--- src/rtl/alu_sequencer_if.sv ---
// Bundles the command, ALU and result buses of the ALU sequencer.
// slave is the sequencer's view; master is the environment's view,
// which drives commands, consumes results and models the ALU.
interface alu_sequencer_if;
  logic       cmd_valid;
  logic       cmd_ready;
  logic [4:0] cmd_opcode;
  logic [7:0] cmd_a;
  logic [7:0] cmd_b;
  logic [2:0] cmd_count;
  logic       cmd_flags;

  logic [4:0] alu_opcode;
  logic [7:0] alu_reg_a;
  logic [7:0] alu_reg_b;
  logic       alu_out_n;
  logic       alu_f_out_n;
  logic       alu_f_load;
  logic [7:0] alu_data;

  logic       res_valid;
  logic       res_ready;
  logic [7:0] res_data;
  logic       res_err;

  modport slave (
    input  cmd_valid, cmd_opcode, cmd_a, cmd_b, cmd_count, cmd_flags,
    output cmd_ready,
    output alu_opcode, alu_reg_a, alu_reg_b, alu_out_n, alu_f_out_n, alu_f_load,
    input  alu_data,
    output res_valid, res_data, res_err,
    input  res_ready
  );

  modport master (
    output cmd_valid, cmd_opcode, cmd_a, cmd_b, cmd_count, cmd_flags,
    input  cmd_ready,
    input  alu_opcode, alu_reg_a, alu_reg_b, alu_out_n, alu_f_out_n, alu_f_load,
    output alu_data,
    input  res_valid, res_data, res_err,
    output res_ready
  );
endinterface

--- src/rtl/alu_sequencer.sv ---
// ALU sequencer: accepts one command, drives the external ALU for one or
// more cycles, captures the result and holds it until the consumer takes it.
// Optional feature macro ALU_SEQ_REPEAT_EN: when defined, shift opcodes
// (0x0F-0x16) are repeated cmd_count times by feeding the ALU result back
// into both operand registers; when undefined every command runs once.
module alu_sequencer (
  input  logic            clk,
  input  logic            rst,
  alu_sequencer_if.slave  bus
);

  typedef enum logic [1:0] {IDLE, EXEC, DONE} state_t;

  state_t     state_q, state_d;
  logic [4:0] opcode_q;
  logic [7:0] reg_a_q;
  logic [7:0] reg_b_q;
  logic       flags_q;
  logic [7:0] res_data_q;
  logic       res_err_q;
  logic       res_valid_q;
  logic       last_exec;
  logic       cmd_invalid;
  logic       res_taken;

  assign cmd_invalid = (bus.cmd_opcode > 5'h16);
  // A result leaves DONE only once it has actually been presented.
  assign res_taken   = res_valid_q && bus.res_ready;

`ifdef ALU_SEQ_REPEAT_EN
  logic [2:0] rem_q;
  logic       is_shift;

  assign is_shift  = (bus.cmd_opcode >= 5'h0F) && (bus.cmd_opcode <= 5'h16);
  assign last_exec = (rem_q <= 3'd1);

  // Remaining-iteration counter; a count of 0 runs once, non-shifts run once.
  always_ff @(posedge clk) begin
    if (rst) begin
      rem_q <= 3'd1;
    end else if (state_q == IDLE && bus.cmd_valid) begin
      rem_q <= (is_shift && bus.cmd_count != 3'd0) ? bus.cmd_count : 3'd1;
    end else if (state_q == EXEC && !last_exec) begin
      rem_q <= rem_q - 3'd1;
    end
  end
`else
  assign last_exec = 1'b1;
`endif

  // State register.
  always_ff @(posedge clk) begin
    if (rst) begin
      state_q <= IDLE;
    end else begin
      state_q <= state_d;
    end
  end

  // Next-state selection; invalid opcodes bypass EXEC entirely.
  always_comb begin
    state_d = state_q;
    case (state_q)
      IDLE: if (bus.cmd_valid) state_d = cmd_invalid ? DONE : EXEC;
      EXEC: if (last_exec) state_d = DONE;
      DONE: if (res_taken) state_d = IDLE;
      default: state_d = IDLE;
    endcase
  end

  // Command latch, operand feedback and result capture.
  always_ff @(posedge clk) begin
    if (rst) begin
      opcode_q   <= 5'h00;
      reg_a_q    <= 8'h00;
      reg_b_q    <= 8'h00;
      flags_q    <= 1'b0;
      res_data_q <= 8'h00;
      res_err_q  <= 1'b0;
    end else begin
      case (state_q)
        IDLE: begin
          if (bus.cmd_valid) begin
            opcode_q  <= bus.cmd_opcode;
            reg_a_q   <= bus.cmd_a;
            reg_b_q   <= bus.cmd_b;
            flags_q   <= bus.cmd_flags;
            res_err_q <= cmd_invalid;
            if (cmd_invalid) res_data_q <= 8'h00;
          end
        end
        EXEC: begin
          res_data_q <= bus.alu_data;
          if (!last_exec) begin
            reg_a_q <= bus.alu_data;
            reg_b_q <= bus.alu_data;
          end
        end
        default: ;
      endcase
    end
  end

  // res_valid rises one edge after entering DONE and drops on hand-off.
  always_ff @(posedge clk) begin
    if (rst) begin
      res_valid_q <= 1'b0;
    end else begin
      res_valid_q <= (state_q == DONE) && !res_taken;
    end
  end

  // Bus outputs decoded from the current state.
  always_comb begin
    bus.cmd_ready   = (state_q == IDLE);
    bus.alu_out_n   = (state_q != EXEC);
    bus.alu_f_load  = (state_q == EXEC) && last_exec && flags_q;
    bus.alu_f_out_n = 1'b1;
    bus.alu_opcode  = opcode_q;
    bus.alu_reg_a   = reg_a_q;
    bus.alu_reg_b   = reg_b_q;
    bus.res_valid   = res_valid_q;
    bus.res_data    = res_data_q;
    bus.res_err     = res_err_q;
  end

endmodule

--- src/flat_wrapper.sv ---
// flat-port wrapper written by rule: the top's interface ports become plain ports
module alu_sequencer_flat 
  (clk, rst, bus_cmd_valid, bus_cmd_opcode, bus_cmd_a, bus_cmd_b, bus_cmd_count, bus_cmd_flags, bus_cmd_ready, bus_alu_opcode, bus_alu_reg_a, bus_alu_reg_b, bus_alu_out_n, bus_alu_f_out_n, bus_alu_f_load, bus_alu_data, bus_res_valid, bus_res_data, bus_res_err, bus_res_ready);
  alu_sequencer_if bus_i ();
  input  logic clk;
  input  logic rst;
  input wire logic [$bits(bus_i.cmd_valid)-1:0] bus_cmd_valid;
  input wire logic [$bits(bus_i.cmd_opcode)-1:0] bus_cmd_opcode;
  input wire logic [$bits(bus_i.cmd_a)-1:0] bus_cmd_a;
  input wire logic [$bits(bus_i.cmd_b)-1:0] bus_cmd_b;
  input wire logic [$bits(bus_i.cmd_count)-1:0] bus_cmd_count;
  input wire logic [$bits(bus_i.cmd_flags)-1:0] bus_cmd_flags;
  output wire logic [$bits(bus_i.cmd_ready)-1:0] bus_cmd_ready;
  output wire logic [$bits(bus_i.alu_opcode)-1:0] bus_alu_opcode;
  output wire logic [$bits(bus_i.alu_reg_a)-1:0] bus_alu_reg_a;
  output wire logic [$bits(bus_i.alu_reg_b)-1:0] bus_alu_reg_b;
  output wire logic [$bits(bus_i.alu_out_n)-1:0] bus_alu_out_n;
  output wire logic [$bits(bus_i.alu_f_out_n)-1:0] bus_alu_f_out_n;
  output wire logic [$bits(bus_i.alu_f_load)-1:0] bus_alu_f_load;
  input wire logic [$bits(bus_i.alu_data)-1:0] bus_alu_data;
  output wire logic [$bits(bus_i.res_valid)-1:0] bus_res_valid;
  output wire logic [$bits(bus_i.res_data)-1:0] bus_res_data;
  output wire logic [$bits(bus_i.res_err)-1:0] bus_res_err;
  input wire logic [$bits(bus_i.res_ready)-1:0] bus_res_ready;
  assign bus_i.cmd_valid = bus_cmd_valid;
  assign bus_i.cmd_opcode = bus_cmd_opcode;
  assign bus_i.cmd_a = bus_cmd_a;
  assign bus_i.cmd_b = bus_cmd_b;
  assign bus_i.cmd_count = bus_cmd_count;
  assign bus_i.cmd_flags = bus_cmd_flags;
  assign bus_cmd_ready = bus_i.cmd_ready;
  assign bus_alu_opcode = bus_i.alu_opcode;
  assign bus_alu_reg_a = bus_i.alu_reg_a;
  assign bus_alu_reg_b = bus_i.alu_reg_b;
  assign bus_alu_out_n = bus_i.alu_out_n;
  assign bus_alu_f_out_n = bus_i.alu_f_out_n;
  assign bus_alu_f_load = bus_i.alu_f_load;
  assign bus_i.alu_data = bus_alu_data;
  assign bus_res_valid = bus_i.res_valid;
  assign bus_res_data = bus_i.res_data;
  assign bus_res_err = bus_i.res_err;
  assign bus_i.res_ready = bus_res_ready;
  alu_sequencer u_core (.clk(clk), .rst(rst), .bus(bus_i));
endmodule
--- config.mk ---
export PLATFORM = sky130hd
export DESIGN_NAME = alu_sequencer_flat
export DESIGN_NICKNAME = d
export VERILOG_FILES = /design/src/rtl/alu_sequencer_if.sv /design/src/rtl/alu_sequencer.sv /design/src/flat_wrapper.sv
export SDC_FILE = /design/constraint.sdc
export NUM_CORES = 1
export LEC_CHECK = 0
export CORE_ASPECT_RATIO = 0.6
export CORE_UTILIZATION = 39
export CTS_BUF_LIST = sky130_fd_sc_hd__clkbuf_8
export DETAILED_ROUTE_END_ITERATION = 10
export PLACE_DENSITY_LB_ADDON = 0.12
export SLEW_MARGIN = 5
export SYNTH_ARGS = -nofsm -noshare
export SYNTH_HDL_FRONTEND = slang
export SYNTH_SLANG_ARGS = --single-unit
--- constraint.sdc ---
create_clock -name clk -period 1.6 [get_ports clk]
set_input_delay 0.48 -clock clk [delete_from_list [all_inputs] [get_ports clk]]
set_output_delay 0.48 -clock clk [all_outputs]
set_load 0.02 [all_outputs]
# Yosys cells after proc, flatten, opt, wreduce, memory -nomap -nowiden
# Index checks and enable logic that the tools add are counted.
# op_classes
order_cmp	1
n_eq_ne	6
muxes	7
reduce_logical	9
# op_table
cell	count
$mux W8	2
$pmux W8 S2	1
$mux W2	3
$ne A2 B1 Y1 const B	3
$pmux W2 S3	1
$gt A5 B5 Y1 const B	1
$reduce_and A2 Y1	2
$logic_and A1 B1 Y1	3
$reduce_and A3 Y1	1
$eq A2 B1 Y1 const B	1
$eq A2 B2 Y1 const B	1
$logic_not A2 Y1	1
$ne A2 B2 Y1 const B	1
$reduce_bool A2 Y1	1
$logic_not A1 Y1	1
# word_totals
reg_bits	34
inputBits	37
out_inout_bits	35
wordCells	31

# Logic depth before layout (Yosys ltp)
# depth
ltp_word	4
ltp_mapped	5
ltp_nobuf	4

# Least setup slack after synthesis
# Ideal clock, no wire load.
# synth_path
path_type	register to output
startpoint	reg u_core.state_q[0]
endpoint	out bus_alu_f_load
t_arrival_ps	921
required_time_ps	1120
path_slack_ps	199
stages_incl_launch_ff	4
n_path_buf	1
cell_sequence	dfxtp_1 nor2b_1 buf_2 and2_1
# synth_between
elab_chain_len	2
# synth_rtl
element	line	rtl
start, declared	alu_sequencer.sv:14	state_t state_q, state_d;
start signal, assigned	alu_sequencer.sv:56	state_q <= state_d;
$eq A2 B1 Y1	alu_sequencer.sv:117	bus.alu_f_load = (state_q == EXEC) && last_exec && flags_q;
$logic_and A1 B1 Y1	alu_sequencer.sv:117	
end, declared	flat_wrapper.sv:19	output wire logic [$bits(bus_i.alu_f_load)-1:0] bus_alu_f_load;
# Every way passes these cells.

# Final worst setup path
# layout_path
startpoint	reg u_core.state_q[0]
endpoint	out bus_alu_out_n
# layout_between
elab_chain_len	1
# layout_rtl
element	line	rtl
$ne A2 B1 Y1	alu_sequencer.sv:116	bus.alu_out_n = (state_q != EXEC);
end, declared	flat_wrapper.sv:17	output wire logic [$bits(bus_i.alu_out_n)-1:0] bus_alu_out_n;
# Every way passes these cells.

==> results.cfg <==
[power_and_ir_drop]
ir_drop_mv = 0.5710
power_density_nw_per_um2 = 952.2
p_leak_uw = 0.001036

[floorplanning]
design.portCount = 72
die_w_um = 76.90
core_um2 = 3022
placementRows = 15
initial_core_util_pct = 43.44
fp.dieH_um = 46.94
die_area_um2 = 3609

[sta]
whs_ns = 0.4833
clock.fmax_mhz = 644.9
hold_violations = 0
fin_worst_skew_ns = 0.005164
fin_crit_sh_pct = 96.92
timing.setup.tns_ns = 0
finalSetupViolations = 0
rsz0062_at_grt = no
slew_violations = 0
fin_crit_ns = 1.551

[critical_path]
crit_end = bus_alu_out_n
critPathKind = reg2out
worstReg2RegEnd = u_core.bus.alu_reg_a[4]$_SDFFE_PP0P_
path_cells = nor2b_4 > buf_6 > inv_2 > buf_4
cp.required_ns = 1.12
critPathMaxStageDelay_ns = 0.33
slowest_stage = dfxtp_2
path_max_fanout = 4
r2r-start = u_core.state_q[1]$_SDFFE_PP0P_
startpoint_type = flop
endpoint_kind = output pin
arrival_ns = 1.07
rr_worst_depth = 6
worstSetupStartpoint = u_core.state_q[0]$_SDFFE_PP0P_
regToRegSetupSlack_ns = 0.19

[finish]
final_cell_mix = dfxtp_1, clkdlybuf4s50_1, dlygate4sd2_1
n_fill_cell = 242
nets = 248
antennaDiodeCount = 0
mostFrequentLayoutCell = dfxtp_1
area_delta_synth_final_pct = 68.35
multi_input_area_um2 = 568.0
drive_gt1_share_pct = 16.04
register_area_um2 = 681.9

[clock_tree]
cts.clk_slew.worst_paths_ns = 0.07
clk_path_buf_depth = 2
cts_tree = done
cts_sinks = 34
clock_latency_ns = 0.28
numCtsBuffers = 5
clockRootBuffer = clkbuf_8
htree_levels = 2

[drt]
drt-initial-drc-count = 22
drc_errors = 0
ant_nets = 0
first_pass_iters = 4
routed_via_density = 4.728
avgRoutedWirePerCell_um = 14.05
vias = 1201
wl_um = 3568

[yosys]
ys.warnings.count = 0
avgSynthCellArea_um2 = 10.10
synth_cells = 130
ys_ff_latch = 34
netlist_area_um2 = 1313
seq_area_frac_synth_pct = 51.86
ys_types = 24
syn_nets = 167

[global_route]
grt_pass1_vias = 1177
grt_use_met2_pct = 35.71
antenna_found_initial = 0
grt_pass1_wl_um = 5533
grt.total_usage_pct = 20.76
use_met3_pct = 7.184
grt_max_degree = 26
grt-busiest-layer = met2
grt_util_met1_pct = 24.53
overflow = 0

[place]
routabilityCongestion = 0.7921
place_hpwl_um = 2521
io_buffers = 67

[run_status]
status = complete, no violations

[min_path]
worstHoldPathType = reg2reg

[job]
max_cap_viol_count = 0
sequential cells by signal, indices dropped and copies added (netlist names):
signal	cells
u_core.bus.alu_opcode	5
u_core.bus.alu_reg_a	8
u_core.bus.alu_reg_b	8
u_core.bus.res_data	8
u_core.bus.res_err	1
u_core.bus.res_valid	1
u_core.flags_q	1
u_core.state_q	2
metrics by stage:
stage	setup slack (ns)	util (%)	area (um2)	power (uW)	instances
floorplan	0.1992	-	1313	1223	130
global placement	-0.1973	67.99	2054	1450	240
detailed placement	-0.2993	67.99	2054	1467	240
CTS	0.001779	69.73	2107	2059	248
global route	0.007998	73.13	2210	2201	254
finish	0.04934	73.13	2210	2104	254
worst min-delay path by stage:
stage                                                from                         endpoint  slack [ns]  cells after the start
after floorplan               u_core.flags_q$_SDFFE_PP0P_      u_core.flags_q$_SDFFE_PP0P_        0.45                      2
after global routing      u_core.bus.res_valid$_SDFF_PP0_  u_core.bus.res_valid$_SDFF_PP0_        0.51                      1
after detailed placement  u_core.bus.res_valid$_SDFF_PP0_  u_core.bus.res_valid$_SDFF_PP0_        0.48                      1
after global placement    u_core.bus.res_err$_SDFFE_PP0P_  u_core.bus.res_err$_SDFFE_PP0P_        0.46                      2
after CTS                 u_core.bus.res_valid$_SDFF_PP0_  u_core.bus.res_valid$_SDFF_PP0_        0.48                      1
final                     u_core.bus.res_valid$_SDFF_PP0_  u_core.bus.res_valid$_SDFF_PP0_        0.48                      1
layout make-up:
class	instances	share of cell area [%]
multi-input cells	83	25.71
flip-flops and latches	34	30.86
repair buffers	84	36.41
clock buffers	6	3.737
inverters	3	0.5096
well taps	42	2.378
clock inverters	2	0.3964
layer usage:
layer  routed length (um)  vias up
met2                 1629       43
met4                   45        0
met5                    0        -
met3                  222        7
li1                     -      601
met1                 1670      550
synthesized netlist by cell type, drive strengths merged:
master | n | area [um2]
dfxtp | 34 | 680.7
nor2 | 23 | 86.33
mux2i | 22 | 220.2
a21oi | 9 | 45.04
nand2 | 8 | 30.03
o211ai | 8 | 60.06
buf | 5 | 63.81
clkbuf | 5 | 18.77
inv | 3 | 11.26
nand2b | 2 | 12.51
nand3b | 2 | 15.01
a2111oi | 1 | 15.01
a21o | 1 | 7.510
a31oi | 1 | 6.260
and2 | 1 | 6.260
and3 | 1 | 6.260
conb | 1 | 3.750
nor2b | 1 | 6.260
nor3b | 1 | 12.51
o21ai | 1 | 5.000
report_power, final:
part | internal (uW) | switching [uW]
Clock | 340 | 293
Sequential | 907 | 32.0
Combinational | 281 | 250
timing repair:
action / in CTS / in global routing
gates cloned: 0 / 2
setup buffers: 0 / 4
gates resized for setup: 48 / 5
endpoints found under the setup margin: 34 / 10
hold buffers: 0 / 0
pin swaps: 0 / 0
worst max-delay path, delay by kind of cell, from the launching register on:
family / cells / cell delay, ns
flops: 1 / 0.33
buf+inv: 3 / 0.30
simple gates: 1 / 0.16
cell families after synthesis:
logic type | after synthesis | synth area share (%)
buffers and inverters | 13 | 7.150
and+or+nand+nor | 39 | 13.35
muxes | 22 | 16.78
AOI/OAI and AO/OA | 21 | 10.58
DFF | 34 | 51.86
other | 1 | 0.2857
Note: power is estimated with default switching activity, not from simulation.
==> variant 1: new RTL, same flow settings <==
The 3 states of `state_t` get a one-hot encoding in 3 bits.
--- a/src/rtl/alu_sequencer.sv
+++ b/src/rtl/alu_sequencer.sv
@@ -10,5 +10,5 @@
 );
 
-  typedef enum logic [1:0] {IDLE, EXEC, DONE} state_t;
+  typedef enum logic [2:0] {IDLE = 3'b001, EXEC = 3'b010, DONE = 3'b100} state_t;
 
   state_t     state_q, state_d;
Function: no difference found for any inputs over 10 cycles, from zero or initial values and one cycle with rst high; not proved beyond that.
==> variant 1 against the original RTL <==
The flow now finishes with violations (negative setup slack). Sequential cell count is 1 higher. Routed wire length increased by 0.59%. Sequential power is 0.7% higher. Total power fell by 4.8%. Setup slack worse by 160 ps. Critical path depth is 1 lower. Non-clock buffer count grew 4. Final area increased by 4.4%. Synthesized cell count up 22%. Global-route usage decreased by 1.8 points. Synthesized area is 5.0% higher. Via count is 14% higher. Largest cell class unchanged. Highest routed layer unchanged.
==> variant 1: results (changes against the original RTL) <==
- Status: finished, violations left
- Failing checks: negative setup slack
- Synth Area per Inst: 8.66 µm² (-14%)
- Internal power: 1.48 mW (-3.3%)
- R2R setup slack: 210 ps (+20 ps)
- Largest cells by area after synthesis: dfxtp_1 51%, nand2_1 13%, a21oi_1 8.4%, nand3b_1 5.4%, o41ai_1 5.1%
- Worst hold start: u_core.bus.alu_reg_b[6]$_SDFFE_PP0P_
- Met2 usage: 31.0% (-4.8 points)
- DP Worst Slack: -277 ps (+22.3 ps)
- Clock transition at path regs: 60 ps
- Syn Nets: 196 (+17%)
- Met1 wire length: 1690 µm (+1.2%)
- Fraction of layout instances using a drive strength above 1: 17.4% (+1.3 points)
- Placement Cell Area: 2180 µm² (+5.9%)
- Vias/cell: 4.78 (+1.1%)
- Worst R2R Start: u_core.state_q[0]$_SDFFE_PP1P_
- Cells on Worst Hold Path: 2 (+1)
- Seq. pwr: 946 µW (+0.7%)
- R2R Path End: u_core.bus.alu_reg_a[1]$_SDFFE_PP0P_
- Top cells by count, synth: 46 x nand2_1, 35 x dfxtp_1, 23 x a21oi_1
- Clock Power: 631 µW (about the same)
- Tot GR Track Use: 18.9% (-1.8 points)
- Setup total negative slack: -209 ps (-209 ps)
- Worst Hold End: u_core.bus.alu_reg_b[6]$_SDFFE_PP0P_
- Top cell type's share of synthesized area: 50.9% (-1.0 points)
- Leakage: 1.02 nW (-1.9%)
- Clock Skew: 2.85 ps (-2.31 ps)
- DRT iter0 DRCs: 44 (+100%)
- Final cell count without fillers: 287 (+13%)
- Post-DP HPWL: 2560 µm (+1.5%)
- Fin Hold WS: 454 ps (-29.8 ps)
- Routed met2 length: 1680 µm (+3.3%)
- Setup Viol. Count Final: 2 (+2)
- Asr flop ratio synth: 0% (unchanged)
- Met3 Wirelength: 187 µm (-16%)
- Fin util: 69.8% (-3.3 points)
- Number of I/O port buffers: 67 (unchanged)
- First-pass GRT wire length: 5200 µm (-6.1%)
- GPL Wtd Cong: 0.746 (-5.8%)
- Sequential share of power: 47.2% (+2.6 points)
- Largest net degree at the start of global routing: 25 (-3.8%)
- Routed len/inst: 12.5 µm (-11%)
- Yosys cell types: 23 (-4.2%)
- Layout filler cell count: 256 (+5.8%)
- Vias in the first global route: 1128 (-4.2%)
- Worst Slack Setup Final: -113 ps (-162 ps)
-- variant 1: worst max-delay path: cells and delay by family (launching register included) --
family                 cells  cell delay, ps
and+or+nand+nor            2             500
DFF                        1             340
buffers and inverters      1             110
-- variant 1: area by class of cell --
cell class                      count  share of cell area (%)
Timing Repair Buffer               88                    35.8
Sequential cell                    35                    30.5
Multi-Input combinational cell    103                    25.8
Clock buffer                        6                    3.58
Tap cell                           45                    2.44
Inverter                            9                    1.57
Clock inverter                      1                   0.217
-- variant 1: cell families after synthesis --
logic type / after synthesis / synth area share [%]
and+or+nand+nor: 66 / 25.0
AOI/OAI and AO/OA: 36 / 16.0
DFF: 35 / 50.9
other: 1 / 0.272
buffers and inverters: 21 / 7.90
-- variant 1: worst max-delay path by stage --
stage / startpoint / end / slack, ps / cells after the start
floorplan: u_core.state_q[1]$_SDFFE_PP0P_ / bus_alu_f_load / 30 / 3
global placement: u_core.state_q[2]$_SDFFE_PP0P_ / bus_alu_f_load / -260 / 3
detailed placement: u_core.state_q[2]$_SDFFE_PP0P_ / bus_alu_f_load / -280 / 3
CTS: u_core.state_q[0]$_SDFFE_PP1P_ / bus_alu_f_load / -150 / 3
global route: u_core.state_q[2]$_SDFFE_PP0P_ / bus_alu_f_load / -170 / 3
finish: u_core.state_q[2]$_SDFFE_PP0P_ / bus_alu_f_load / -110 / 3
-- variant 1: repair_timing --
| action | in CTS | in global routing |
|---|---|---|
| setup endpoints to repair | 34 | 11 |
| pin swaps | 1 | 4 |
| buffers inserted | 1 | 4 |
| resized for setup | 49 | 12 |
| endpoints found under the hold margin | 0 | 0 |
==> variant 2: new RTL, same flow settings <==
Made on the original files. Add a define of `ALU_SEQ_REPEAT_EN`.
--- a/src/rtl/alu_sequencer.sv
+++ b/src/rtl/alu_sequencer.sv
@@ -4,4 +4,6 @@
 // (0x0F-0x16) are repeated cmd_count times by feeding the ALU result back
 // into both operand registers; when undefined every command runs once.
+`define ALU_SEQ_REPEAT_EN
+
 module alu_sequencer (
   input  logic            clk,
Formal check against the unedited RTL: not equivalent (a bounded check fails within 4 cycles, from zero or initial values and one cycle with rst high).
==> variant 2 against the original RTL <==
The flow now finishes with violations (negative setup slack). Worst hold slack lost 33 ps. First-iteration DRC count rose to 3.5 times the old value. Sequential share of layout area down 3.0 points. Total power rose by 25%. Final area rose by 21%. Sequential cell count increased by 3. Synthesized area grew 18%. Clock skew hardly changed. Highest routed layer unchanged. Setup slack worse by 250 ps. Register-to-register slack worse by 170 ps. Synthesized cell count grew 25%. Routed wire length grew 38%. Sequential power rose by 15%.
==> variant 2: results (changes against the original RTL) <==
- Clock transition at path regs: 70 ps (about the same)
- Status: finished, violations left
- R2R setup slack: 20 ps (-170 ps)
- GPL Wtd Cong: 0.896 (+13%)
- Main flop type after synthesis: dfxtp_1
- Worst hold path class: register to register
- Setup Viol. Count Final: 1 (+1)
- Critical path startpoint: u_core.rem_q[1]$_SDFFE_PP0P_
- Slowest stage delay, CP: 340 ps
- Fraction of layout instances using a drive strength above 1: 33.9% (+18 points)
- DRT iter0 DRCs: 76 (+250%)
- Maximum vdd drop: 0.626 mV (+9.7%)
- Vias/cell: 5.13 (+8.5%)
- Syn Nets: 201 (+20%)
- Placement Cell Area: 2430 µm² (+19%)
- Worst hold start: u_core.bus.alu_opcode[3]$_SDFFE_PP0P_
- Largest net degree at the start of global routing: 20 (-23%)
- Leakage: 1.25 nW (+21%)
- Sequential cell area fraction in the yosys report: 47.9% (-4.0 points)
- Yosys cell types: 38 (+58%)
- Clk_lat worst skew: around 290 ps
- Worst R2R Start: u_core.state_q[1]$_SDFFE_PP0P_
- Antenna violations before repair: 0 (unchanged)
- Setup total negative slack: -197 ps (-197 ps)
- Top cells by count, synth: 37 x dfxtp_1, 17 x a21oi_1, 16 x o221a_2
- Routed len/inst: 16.2 µm (+15%)
- Post-DP HPWL: 3450 µm (+37%)
- Max-cap violations: 0 (unchanged)
- Nets@finish: 296 (+19%)
- Worst Slack Setup Final: -197 ps (-247 ps)
- R2r worst-path depth: 6 (unchanged)
- Failing checks: negative setup slack
- Tot GR Track Use: 23.7% (+2.9 points)
- Critical path destination: bus_alu_f_load
- Vias in the first global route: 1573 (+34%)
- Largest cells by area after synthesis: dfxtp_1 48%, o221a_2 12%, a21oi_1 5.5%, a22oi_1 3.9%, nand2_1 3.2%
- N_diodes: 0 (unchanged)
- Number of I/O port buffers: 70 (+4.5%)
- Ys Warns: 0 (unchanged)
- Clock Skew: 4.83 ps (-0.334 ps)
- Delay-heaviest family, CP: flip-flops
- 1st-pass router iterations: 4 (unchanged)
- Root Driver: clkbuf_8
- Worst path arrival time: 1320 ps (+250 ps)
- Worst Hold End: u_core.bus.alu_opcode[3]$_SDFFE_PP0P_
- Total CTS buffers: 5 (unchanged)
- R2R Path End: u_core.rem_q[1]$_SDFFE_PP0P_
- DP Worst Slack: -459 ps (-160 ps)
- Asr flop ratio synth: 0% (unchanged)
- First-pass GRT wire length: 7620 µm (+38%)
- Critical path peak fanout: 2 (-2)
- Fin Hold WS: 450 ps (-33.3 ps)
- Cells on Worst Hold Path: 2 (+1)
- Worst-Margin Slew: roughly 500 ps
[variant 2: cells by family after synthesis]
| kind of cell | share of synthesized area (%) |
|---|---|
| buffers and inverters | 7.03 |
| flip-flops | 47.9 |
| adder cells (fa/ha/maj) | 1.62 |
| AND/OR/NAND/NOR | 14.8 |
| AO/OA/AOI/OAI | 27.8 |
| other | 0.242 |
| multiplexers | 0.647 |
[variant 2: stage by stage]
stage / power, mW / std cells / util [%]
floorplan: 1.51 / 162 / -
global placement: 1.90 / 292 / 65.4
detailed placement: 1.92 / 292 / 65.4
CTS: 2.60 / 302 / 70.4
global route: 2.75 / 304 / 71.9
finish: 2.62 / 304 / 71.9
[variant 2: repair_timing]
action                                  4_1_cts  5_1_grt
resized for setup                            69       18
hold buffers                                  0        0
cloned                                        2        0
pin swaps                                     4        3
buffers inserted                              1        2
endpoints found under the setup margin       56       28
[variant 2: metal layers]
| metal | vias to the layer above | share of wire, % | GRT usage [%] |
|---|---|---|---|
| met5 | - | 0 | 0 |
| met4 | 0 | 1.1 | 6.03 |
| met3 | 5 | 6.4 | 8.39 |
| met2 | 53 | 45 | 35.5 |
| met1 | 726 | 47 | 32.3 |
| li1 | 776 | - | - |
[variant 2: layout make-up]
type                       instances  area (µm²)
clock buffer                       6        82.6
clock inverter                     1        3.75
fill                             277        1050
inverter                          13        53.8
multi-input combinational        100         791
sequential                        37         746
tap                               47        58.8
timing repair buffer             100         940
[variant 2: where the power goes]
group | internal, mW | switching [mW]
Sequential | 1.02 | 0.0581
Clock | 0.335 | 0.318
Combinational | 0.442 | 0.445
[variant 2: worst register-to-register path: stages (launching register included)]
cell	delay (ps)
dfxtp_2	340
buf_4	150
or3b_4	490
o31ai_4	110
buf_12	190
nor2_2	50
a211oi_2	180
